`config.mk`:
```
export PLATFORM = sky130hd
export DESIGN_NAME = if_id_stage
export DESIGN_NICKNAME = d
export VERILOG_FILES = /design/src/rtl/if_id_stage.sv
export SDC_FILE = /design/constraint.sdc
export NUM_CORES = 1
export LEC_CHECK = 0
export BUFFER_PORTS_ARGS = -buffer_cell sky130_fd_sc_hd__buf_2
export CORE_UTILIZATION = 49
export DETAILED_ROUTE_END_ITERATION = 10
export MAX_ROUTING_LAYER = met4
export PLACE_DENSITY = 0.81
export SLEW_MARGIN = 0
export SYNTH_ARGS = -nofsm -noshare
export SYNTH_HDL_FRONTEND = slang
export SYNTH_SLANG_ARGS = --single-unit
```
`constraint.sdc`:
```
create_clock -name clock -period 6.95 [get_ports clock]
set_input_delay 0.3475 -clock clock [delete_from_list [all_inputs] [get_ports clock]]
set_output_delay 0.3475 -clock clock [all_outputs]
set_load 0.1 [all_outputs]
```
`src/rtl/if_id_stage.sv`:
```
// IF/ID pipeline register: captures the fetched word, its PC and link value,
// fetch-address exception and delay-slot status for the decode stage.
module if_id_stage #(
    parameter logic [31:0] RESET_PC = 32'h0000_3000,
    parameter logic [31:0] IM_LO    = 32'h0000_3000,
    parameter logic [31:0] IM_HI    = 32'h0000_6FFF,
    parameter logic [4:0]  EXC_ADEL = 5'd4
) (
    input  logic        clock,
    input  logic        reset,
    input  logic [31:0] pc_f,
    input  logic [31:0] instr_f,
    input  logic        stall,
    input  logic        stall2,
    input  logic        block,
    input  logic        flush,
    input  logic        is_branch_d,
    output logic [31:0] instr_d,
    output logic [31:0] pc_d,
    output logic [31:0] pc8_d,
    output logic        valid_d,
    output logic        bd_d,
    output logic        exc_d,
    output logic [4:0]  exccode_d
);

    logic        w_hold;
    logic        w_bad_f;
    logic        w_bd_f;

    logic [31:0] r_instr;
    logic [31:0] r_pc;
    logic [31:0] r_pc8;
    logic        r_valid;
    logic        r_bd;
    logic        r_exc;
    logic [4:0]  r_exccode;

    // Same enable as the PC register so PC and IF/ID freeze together.
    assign w_hold  = stall | stall2 | block;
    assign w_bad_f = (pc_f[1:0] != 2'b00) | (pc_f < IM_LO) | (pc_f > IM_HI);
    assign w_bd_f  = r_valid & is_branch_d;

    always_ff @(posedge clock or posedge reset) begin
        if (reset) begin
            r_instr   <= 32'h0;
            r_pc      <= RESET_PC;
            r_pc8     <= RESET_PC + 32'd8;
            r_valid   <= 1'b0;
            r_bd      <= 1'b0;
            r_exc     <= 1'b0;
            r_exccode <= 5'd0;
        end else if (flush) begin
            // Bubble keeps the F-stage PC so the redirect target stays visible.
            r_instr   <= 32'h0;
            r_pc      <= pc_f;
            r_pc8     <= pc_f + 32'd8;
            r_valid   <= 1'b0;
            r_bd      <= 1'b0;
            r_exc     <= 1'b0;
            r_exccode <= 5'd0;
        end else if (!w_hold) begin
            r_pc    <= pc_f;
            r_pc8   <= pc_f + 32'd8;
            r_valid <= 1'b1;
            r_bd    <= w_bd_f;
            if (w_bad_f) begin
                r_instr   <= 32'h0;
                r_exc     <= 1'b1;
                r_exccode <= EXC_ADEL;
            end else begin
                r_instr   <= instr_f;
                r_exc     <= 1'b0;
                r_exccode <= 5'd0;
            end
        end
    end

    assign instr_d   = r_instr;
    assign pc_d      = r_pc;
    assign pc8_d     = r_pc8;
    assign valid_d   = r_valid;
    assign bd_d      = r_bd;
    assign exc_d     = r_exc;
    assign exccode_d = r_exccode;

endmodule

```
## Yosys cells after proc, flatten, opt, wreduce, memory -nomap -nowiden

Cells that the tools add are included.

- Logic and storage cells: 34
- Input port bits: 71
- Bits in registers: 104

- Equality and inequality tests: 1
- Reduce and logical (&&, ||, !) cells: 1
- $lt $le $gt $ge: 2
- Multiplexer cells: 17
- Bitwise gates (word level): 5
- Add/sub/neg operators: 1

Operators by type and width:

| cell | number |
|---|---|
| $mux W32 | 7 |
| $add A32 B4 Y32 const B | 1 |
| $gt A32 B15 Y1 const B | 1 |
| $lt A32 B14 Y1 const B | 1 |
| $mux W5 | 2 |
| $mux W1 | 7 |
| $or A1 B1 Y1 | 4 |
| $mux W3 | 1 |
| $ne A2 B2 Y1 const B | 1 |
| $reduce_bool A2 Y1 | 1 |
| $and A1 B1 Y1 | 1 |

## Logic depth before layout (Yosys ltp)

Gate-level depths: netlist of the first run.

- Word-level depth: 6
- Depth in mapped cells: 7

## Worst setup path after synthesis of the first run

OpenSTA, ideal clock, no wires.

- Path kind: register to output
- Start: register r_exccode[2], in the netlist exccode_d[2]
- End: output exccode_d[2]
- Arrival: 1.340 ns
- Setup slack: 5.263 ns
- Path buffers: 1
- Cell stages (with the launch flop): 2
- Data required time: 6.602 ns
- Path through: dfrtp_1 buf_4

RTL lines:

| element | line | source |
|---|---|---|
| start, declared | 37 | `logic [4:0] r_exccode;` |
| start signal, assigned | 52 | `r_exccode <= 5'd0;` |
| start signal, assigned | 61 | `r_exccode <= 5'd0;` |
| start signal, assigned | 70 | `r_exccode <= EXC_ADEL;` |
| end, declared | 24 | `output logic [4:0] exccode_d` |

No word-level cell between the ends.

## Worst setup path after layout of the first run

- Start: input pc_f[23]
- End: register r_instr[18], in the netlist instr_d[18]

- Longest elaborated chain between the ends: 6
- Elaborated cells between the ends (all ways): 7

Ends and longest elaborated chain:

| element | line | source |
|---|---|---|
| start, declared | 11 | `input logic [31:0] pc_f,` |
| $lt A32 B14 Y1 | 41 | `assign w_bad_f = (pc_f[1:0] != 2'b00) \| (pc_f < IM_LO) \| (pc_f > IM_HI);` |
| $or A1 B1 Y1 | 41 |  |
| $or A1 B1 Y1 (*) | 41 |  |
| $mux W32 (*) | 67 | `if (w_bad_f) begin` |
| $mux W32 (*) | 62 | `end else if (!w_hold) begin` |
| $mux W32 (*) | 53 | `end else if (flush) begin` |
| end signal, assigned | 72 | `r_instr <= instr_f;` |
| end, declared | 31 | `logic [31:0] r_instr;` |

Mark *: on every way between the ends. The rest lies on a longest branch, timed or not. The select of a mux whose other input is x is not followed.
A chain may end at the register's enable or synchronous reset.

==> results of run 1 <==
how the worst max path moves through the flow:
stage               depth (start not counted)     start                 endpoint  slack (ps)
CTS                                         6  pc_f[20]  instr_d[19]$_DFFE_PP0P_        4790
floorplan                                   1     reset         bd_d$_DFFE_PP0P_        4110
global route                                6  pc_f[23]  instr_d[14]$_DFFE_PP0P_        4650
detailed placement                          6  pc_f[26]  instr_d[19]$_DFFE_PP0P_        4410
global placement                            6  pc_f[23]   instr_d[8]$_DFFE_PP0P_        4520
finish                                      6  pc_f[23]  instr_d[18]$_DFFE_PP0P_        4780
power by group through the flow:
stage / logic, mW / registers (mW) / clock network (mW)
floorplan: 0.0969 / 0.899 / 0
global placement: 0.454 / 0.625 / 0
detailed placement: 0.459 / 0.627 / 0
CTS: 0.459 / 0.617 / 0.383
global route: 0.475 / 0.622 / 0.410
finish: 0.457 / 0.617 / 0.377
cell type report:
cell class,count,area [µm²]
Clock inverter,6,67.6
Multi-Input combinational cell,288,1620
Fill cell,683,3000
Timing Repair Buffer,173,873
Sequential cell,96,2410
Tap cell,105,131
Clock buffer,10,138
Inverter,5,21.3
layout by cell type, fill, tap and decap left out, types with 2 or more instances in the layout:
master	count
a21oi_1	3
a22o_1	32
and3_1	3
buf_2	170
buf_4	3
clkbuf_8	10
clkinvlp_4	2
conb_1	4
dfrtp_1	91
dfstp_2	5
inv_1	4
nand2_1	128
nand3_1	12
nand4_1	10
nor2_1	13
nor3_1	5
nor3_2	3
nor4_1	3
nor4_2	2
o21ai_0	16
o21ai_1	13
xnor2_1	14
xor2_1	14
cell families (layout without fill, tap and decap cells):
kind of cell,after synthesis,count (layout),share of synthesized area (%)
buffers and inverters,35,194,4.76
other,1,4,0.0891
XOR/XNOR,28,28,5.83
adder cells (fa/ha/maj),1,1,0.297
AO/OA/AOI/OAI,66,66,10.8
flip-flops,96,96,57.3
AND/OR/NAND/NOR,189,189,20.9
critical path: stages:
cell	delay, ps
buf_2	150
nor3_1	280
nand3_1	130
nor3_2	250
nor3b_4	1020
a22o_1	260
routing by layer:
metal	routed length, µm	vias to the layer above	part of all wire (%)	global-route usage (%)
met5	0	-	0	-
met4	238	0	2.2	10.7
met3	921	21	8.6	5.15
met2	4940	159	46	37.5
met1	4640	1712	43	32.4
li1	-	1705	-	-
state kept, by name, indices dropped and copies added, names as in the netlist:
name and cells:
instr_d 32, bd_d 1, valid_d 1, pc8_d 29, pc_d 32, exccode_d 1
stage by stage:
step / std cells / hold WS [ps] / total power, mW
floorplan: 419 / 411 / 0.996
global placement: 667 / 410 / 1.08
detailed placement: 667 / 421 / 1.09
CTS: 683 / 23.0 / 1.46
global route: 683 / 39.5 / 1.51
finish: 683 / 14.3 / 1.45
==> results_dict.tcl, run 1 <==
set metrics [dict create \
    run_status "complete, no violations" \
    pre_cts_ws_ps 4410 \
    clockBufferDepth 2 \
    avgRoutedWirePerCell_um 15.7 \
    finalSetupViolations 0 \
    synth.distinct_cells 35 \
    cts_root_buffer "clkbuf_8" \
    synth_top_area_share_pct 54.1 \
    ys_ff_latch 96 \
    num_antenna_cells 0 \
    yosys-top-cells-count "128 x nand2_1, 91 x dfrtp_1, 32 x a22o_1" \
    power_per_cell_area_nw_per_um2 276 \
    required_ps 7240 \
    grt_pass1_wl_um 16300 \
    cp_max_fo 32 \
    fin_area_um2 5260 \
    syn_avg_cell_area_um2 10.1 \
    io_buffer_count 170 \
    h-tree-depth 3 \
    synth-edff-count 0 \
    ff2ff_setup_slack_ps 6190 \
    antenna_found_initial 0 \
    synth_ff_type "dfrtp_1" \
    drt_wl_total_um 10700 \
    rsz0062_at_grt "false" \
    maxCapViolCount 0 \
    slew_headroom_pct 18.6 \
    cp-end-kind "flip-flop" \
    routabilityCongestion 0.907 \
    clock_latency_ps 350 \
    yosysSeqAreaShare_pct 57.3 \
    drc 0 \
    netlist.top_cell.by_area "dfrtp_1" \
    timing.rr.end "pc8_d[12]$_DFFE_PP1P_" \
    pwr-share-seq_pct 42.5 \
    finish.utilization_pct 63.7 \
    track_usage_pct 24.8 \
    finalNetCount 645 \
    cts.sinks 96 \
    ctsHoldBuffers 0 \
    die_w_um 94.7 \
    core_um2 8260 \
    cts_made_buffers 9 \
    place_area_um2 5050 \
    grt_max_degree 121 \
    clk_pin_slew_ps 100 \
    cp-start-kind "input port" \
    syn_area_um2 4210 \
    area_growth_pct 25.0 \
    cts_tree "built" \
    crit_arrival_ps 2460 \
    num_io_pins 175 \
    via_per_inst 5.27 \
    max_freq_ghz 0.462 \
    p_sw_share_pct 42.1 \
    fin_crit_ps 2170 \
    first_pass_iters 5 \
    yosys.cell_count.top_type "nand2_1" \
    rr_startpoint "pc8_d[12]$_DFFE_PP1P_" \
    drtAntennaViolNets 0 \
    worstRegToRegCells 2 \
    setup_ws_ps 4780 \
    die-area_um2 8960 \
    row_count 33 \
    synth-async-reset-ratio_pct 100 \
    hp-class "input port to asynchronous set/reset pin" \
    intPower_mw 0.839 \
    drt_iter0_markers 166 \
    clockPowerShare_pct 26.0 \
    finalHoldViolCount 0 \
    grt_overflow 0 \
    final_max_slew_viol_count 0 \
    p_sw_mw 0.611 \
    place_hpwl_um 7530 \
    yosysWarnings 0 \
    drive_above_1_share_pct 35.8 \
    grt_pass1_vias 3272 \
    finalSetupTns_ps 0 \
    vdd_drop_max_v 0.000153 \
    clock-skew-final_ps 0.0779 \
    cts_resized 0 \
    syn_inst 416 \
    p_comb_share_pct 31.5 \
    start_util_pct 50.9 \
    path_class "input port to flip-flop" \
    p_leak_nw 2.74 \
    cts_setup_buffers 0 \
    period_share_pct 31.2 \
    worst_pin_slew_ps 1220 \
    via_count 3597 \
    synthTopCellsByArea "dfrtp_1 54%, nand2_1 11%, a22o_1 6.7%" \
    fp.dieH_um 94.7 \
]
Note: power is estimated with default switching activity, not from simulation.
==> run 2, diff against run 1 <==
CORE_UTILIZATION = 43   (was 49)
PLACE_DENSITY = 0.76   (was 0.81)
clock period = 1.77 ns   (was 6.95 ns; I/O delays follow)
==> run 2 against run 1 <==
Effect of this change: the flow now finishes with violations (setup timing); power rose to 4.0 times the previous value; clock skew about the same; sequential power grew to 3.9 times the previous value; critical path type unchanged; largest cell class unchanged.
==> results_dict.tcl, run 2 (synthesis gave the netlist of run 1 again) <==
set metrics [dict create \
    cp_cell_sequence "dlygate4sd3_1, nor4_2, nand2_1, nor3_2, nor3b_4, buf_6, buf_12, a22o_1" \
    io_buffer_count 170 \
    violations "setup timing" \
    final_max_slew_viol_count 0 \
    hp-class "input port to flip-flop" \
    fp.dieH_um 101 \
    row_count 35 \
    via_per_inst 5.06 \
    vdd_drop_max_v 0.000506 \
    crit_slowest_cell "dlygate4sd3_1" \
    drive_above_1_share_pct 34.5 \
    final_cell_count_no_fill 771 \
    clock_latency_ps 360 \
    drt_wl_total_um 12500 \
    worst_pin_slew_ps 547 \
    path_class "input port to flip-flop" \
    max_freq_ghz 0.561 \
    hold_slack_ps 25.7 \
    grt_pass1_wl_um 18500 \
    start_util_pct 44.9 \
    grt_max_degree 97 \
    fin_crit_ps 1780 \
    cts_made_buffers 9 \
    h-tree-depth 3 \
    track_usage_pct 24.5 \
    finalSetupViolations 3 \
    area_growth_pct 44.3 \
    finish.utilization_pct 64.8 \
    crit_arrival_ps 2080 \
    cts.sinks 96 \
    clk_pin_slew_ps 100 \
    avgRoutedWirePerCell_um 16.2 \
    finalSetupTns_ps -27.0 \
    drtAntennaViolNets 0 \
    grt_overflow 0 \
    via_count 3900 \
    cts_root_buffer "clkbuf_8" \
    clockBufferDepth 2 \
    die-area_um2 10200 \
    cp-start-kind "input port" \
    cts_tree "built" \
    cpLargestDelayFamily "simple AND/OR/NAND/NOR gates" \
    run_status "finished with violations" \
    setup_ws_ps -13.3 \
    final_cell_mix "166 x buf_2, 128 x nand2_1, 91 x dfrtp_1" \
    layout_commonest_cell "buf_2" \
    finalNetCount 708 \
    core_um2 9370 \
    routabilityCongestion 0.837 \
    first_pass_iters 4 \
    antenna_found_initial 1 \
    clock-skew-final_ps 0.182 \
    place_inst 698 \
    num_io_pins 175 \
    p_total_mw 5.85 \
    place_hpwl_um 7900 \
    cp-end-kind "flip-flop" \
    drt_iter0_markers 183 \
    p_leak_nw 3.07 \
    critPathBufInv 3 \
    slew_headroom_pct 63.6 \
    drc 0 \
    cp_max_fo 8 \
    period_share_pct 101 \
    die_w_um 101 \
    required_ps 2060 \
    power_per_cell_area_nw_per_um2 964 \
    nFillCells 766 \
    maxCapViolCount 0 \
    finalHoldViolCount 0 \
    grt_pass1_vias 3684 \
    max_stage_delay_ps 620 \
]
-- run 2: cell types whose count changed in the layout (fill, tap and decap cells not counted), sizes merged --
| cell | delta |
|---|---|
| dlygate4sd3 | +51 |
| diode | +1 |
| dlymetal6s4s | +3 |
| inv | -1 |
| buf | +7 |
| clkbuf | +3 |
-- run 2: where the power goes --
| part | switching (mW) | internal [mW] |
|---|---|---|
| registers | 0.0765 | 2.34 |
| clock network | 0.801 | 0.704 |
| logic | 1.58 | 0.351 |
| total | 2.45 | 3.40 |
-- run 2: metrics by stage --
step           setup slack (ps)  area, µm²
6_report                  -13.3       6070
5_1_grt                   -66.5       6070
4_1_cts                    23.6       5930
3_5_place_dp                169       5180
3_3_place_gp                236       5180
2_1_floorplan               342       4220
-- run 2: worst paths after layout --
path / end / cells after the start / from / slack [ps]
hold / removal: pc_d[16]$_DFFE_PP0P_ / 3 / pc_f[16] / 30
min in group asynchronous: instr_d[2]$_DFFE_PP0P_ / 4 / reset / 360
max in group asynchronous: pc_d[18]$_DFFE_PP0P_ / 4 / reset / 930
hold reg to reg: pc_d[12]$_DFFE_PP1P_ / 2 / pc_d[12]$_DFFE_PP1P_ / 460
setup reg to reg: instr_d[22]$_DFFE_PP0P_ / 1 / instr_d[22]$_DFFE_PP0P_ / 1000
setup / recovery: instr_d[22]$_DFFE_PP0P_ / 8 / pc_f[21] / -10
-- run 2: per-layer routing --
metal | wire (µm) | GRT usage, % | share of wire (%) | vias to the layer above
li1 | - | - | - | 1830
met1 | 5390 | 31.0 | 43 | 1875
met2 | 5990 | 38.9 | 48 | 174
met3 | 875 | 4.16 | 7.0 | 21
met4 | 259 | 10.1 | 2.1 | 0
met5 | 0 | - | 0 | -
-- run 2: timing repair --
action                     CTS  global route
resized for setup            0            14
setup endpoints to repair    0            38
hold endpoints to repair   144             0
hold buffers                54             0
buffers inserted             0             3
-- run 2: cell type report --
| type | instances | area [µm²] | area share (%) |
|---|---|---|---|
| well taps | 129 | 161 | 2.66 |
| multi-input cells | 288 | 1680 | 27.6 |
| inverters | 5 | 22.5 | 0.371 |
| clock buffers | 11 | 141 | 2.33 |
| clock inverters | 5 | 63.8 | 1.05 |
| repair buffers | 236 | 1590 | 26.2 |
| flip-flops and latches | 96 | 2410 | 39.7 |
| diodes | 1 | 2.50 | 0.0412 |
==> run 3, diff against run 2 <==
PLACE_DENSITY = 0.87   (was 0.76)
==> run 3 against run 2 <==
Effect of this change: the flow now finishes without violations; global-route usage hardly changed; die area unchanged; first-iteration DRC count down 13%; cell area is 0.72% lower; clock skew is 3.3 ps higher; combinational power barely moved; register-to-register slack lost 470 ps; non-clock buffer count fell by 2; clock power increased by 6%; sequential share of layout area rose by 0.29 points.
==> results_dict.tcl, run 3 (synthesis gave the netlist of run 1 again) <==
set metrics [dict create \
    place_inst 699 \
    crit_arrival_ps 2020 \
    min_path_cells 3 \
    p_leak_nw 3.08 \
    cts.sinks 96 \
    maxCapViolCount 0 \
    slew_headroom_pct 55.5 \
    wl_met3_um 906 \
    final_max_slew_viol_count 0 \
    run_status "complete, no violations" \
    met1Wirelength_um 5100 \
    area_growth_pct 43.2 \
    fin_area_um2 6030 \
    clk_pin_slew_ps 100 \
    worstHoldStart "pc_f[26]" \
    pre_cts_ws_ps 165 \
    rr_startpoint "valid_d$_DFFE_PP0P_" \
    cts_root_buffer "clkbuf_8" \
    fin_crit_ps 1720 \
    h-tree-depth 3 \
    row_count 35 \
    drtAntennaViolNets 0 \
    num_antenna_cells 0 \
    min_to "pc_d[26]$_DFFE_PP0P_" \
    max_freq_ghz 0.580 \
    track_usage_pct 24.5 \
    cp_max_fo 8 \
    cts_tree "built" \
    via_count 3949 \
    finalHoldViolCount 0 \
    core_um2 9370 \
    top_layer "met4" \
    grt_pass1_wl_um 18700 \
    worstRegToRegCells 3 \
    path_class "input port to flip-flop" \
    finish.utilization_pct 64.3 \
    finalNetCount 706 \
    io_buffer_count 170 \
    timing.rr.end "bd_d$_DFFE_PP0P_" \
    vdd_drop_max_v 0.000641 \
    period_share_pct 97.3 \
    setup_ws_ps 47.2 \
    place_hpwl_um 7730 \
    hold_slack_ps 9.46 \
    cp-end-kind "flip-flop" \
    clock-skew-final_ps 3.44 \
    die_w_um 101 \
    layout_commonest_cell "buf_2" \
    cts_made_buffers 9 \
    required_ps 2070 \
    power_per_cell_area_nw_per_um2 985 \
    worst_pin_slew_ps 668 \
    met2WireLength_um 6150 \
    drt_wl_total_um 12400 \
    num_io_pins 175 \
    grt_pass1_vias 3883 \
    drt_iter0_markers 160 \
    drive_above_1_share_pct 33.8 \
    via_per_inst 5.14 \
    grt_max_degree 97 \
    hp-class "input port to flip-flop" \
    grt_overflow 0 \
    ff2ff_setup_slack_ps 530 \
    cp-start-kind "input port" \
    antenna_found_initial 0 \
    first_pass_iters 4 \
    place_area_um2 5180 \
    start_util_pct 44.9 \
    fp.dieH_um 101 \
    finalSetupViolations 0 \
    die-area_um2 10200 \
    avgRoutedWirePerCell_um 16.1 \
    routabilityCongestion 0.823 \
    clock_latency_ps 360 \
    final_cell_mix "163 x buf_2, 128 x nand2_1, 91 x dfrtp_1" \
    drc 0 \
    final_cell_count_no_fill 768 \
    clockBufferDepth 2 \
]
==> run 3: changes by cell type in the layout (fill, tap and decap cells not counted), sizes merged <==
cell,delta
buf,-2
bufinv,+1
clkbuf,-1
clkinv,+1
clkinvlp,-1
diode,-1
dlygate4sd3,-1
dlymetal6s4s,+1
==> run 3: worst max-delay path, stage by stage <==
cell           delay, ps
dlygate4sd3_1        530
buf_2                160
nor4_2               140
nand3_1              130
nor3_2               220
nor3b_4              290
buf_6                170
clkbuf_16            150
a22o_1               140
==> run 3: worst max-delay path by stage <==
stage                        startpoint                       to  depth (start not counted)
2_1_floorplan  exccode_d[2]$_DFFE_PP0P_             exccode_d[2]                          1
3_3_place_gp                   pc_f[21]   instr_d[0]$_DFFE_PP0P_                          7
3_5_place_dp                    pc_f[3]    pc8_d[17]$_DFFE_PP0P_                          7
4_1_cts                        pc_f[30]  instr_d[11]$_DFFE_PP0P_                          8
5_1_grt                        pc_f[30]  instr_d[14]$_DFFE_PP0P_                          9
6_report                       pc_f[30]  instr_d[18]$_DFFE_PP0P_                          9
==> run 3: routing by layer <==
| metal | track usage, % | vias up |
|---|---|---|
| met5 | - | - |
| li1 | - | 1832 |
| met4 | 9.81 | 0 |
| met2 | 40.3 | 175 |
| met3 | 4.99 | 24 |
| met1 | 29.5 | 1918 |
==> run 3: power breakdown <==
group / total (mW) / internal (mW) / leakage (nW) / switching (mW)
combinational: 1.92 / 0.342 / 1.75 / 1.58
sequential: 2.42 / 2.34 / 1.22 / 0.0749
clock: 1.60 / 0.805 / 0.111 / 0.792
total: 5.93 / 3.49 / 3.08 / 2.44
==> run 3: stage by stage <==
| step | TNS [ps] | power, mW |
|---|---|---|
| finish | 0 | 5.93 |
| global route | -1.88 | 6.16 |
| CTS | 0 | 5.97 |
| detailed placement | 0 | 4.28 |
| global placement | 0 | 4.25 |
| floorplan | 0 | 3.91 |
==> run 3: final cells by class <==
| type | instances | area, µm² |
|---|---|---|
| Clock buffer | 10 | 128 |
| Inverter | 5 | 22.5 |
| Clock inverter | 6 | 91.3 |
| Multi-Input combinational cell | 288 | 1640 |
| Timing Repair Buffer | 234 | 1570 |
| Fill cell | 734 | 3350 |
| Sequential cell | 96 | 2410 |
| Tap cell | 129 | 161 |
==> run 3: repair_timing <==
item                                    CTS  global route
endpoints found under the setup margin    0            34
endpoints found under the hold margin   143             0
gates resized for setup                   0             9
hold buffers                             54             0
buffers inserted                          0             3
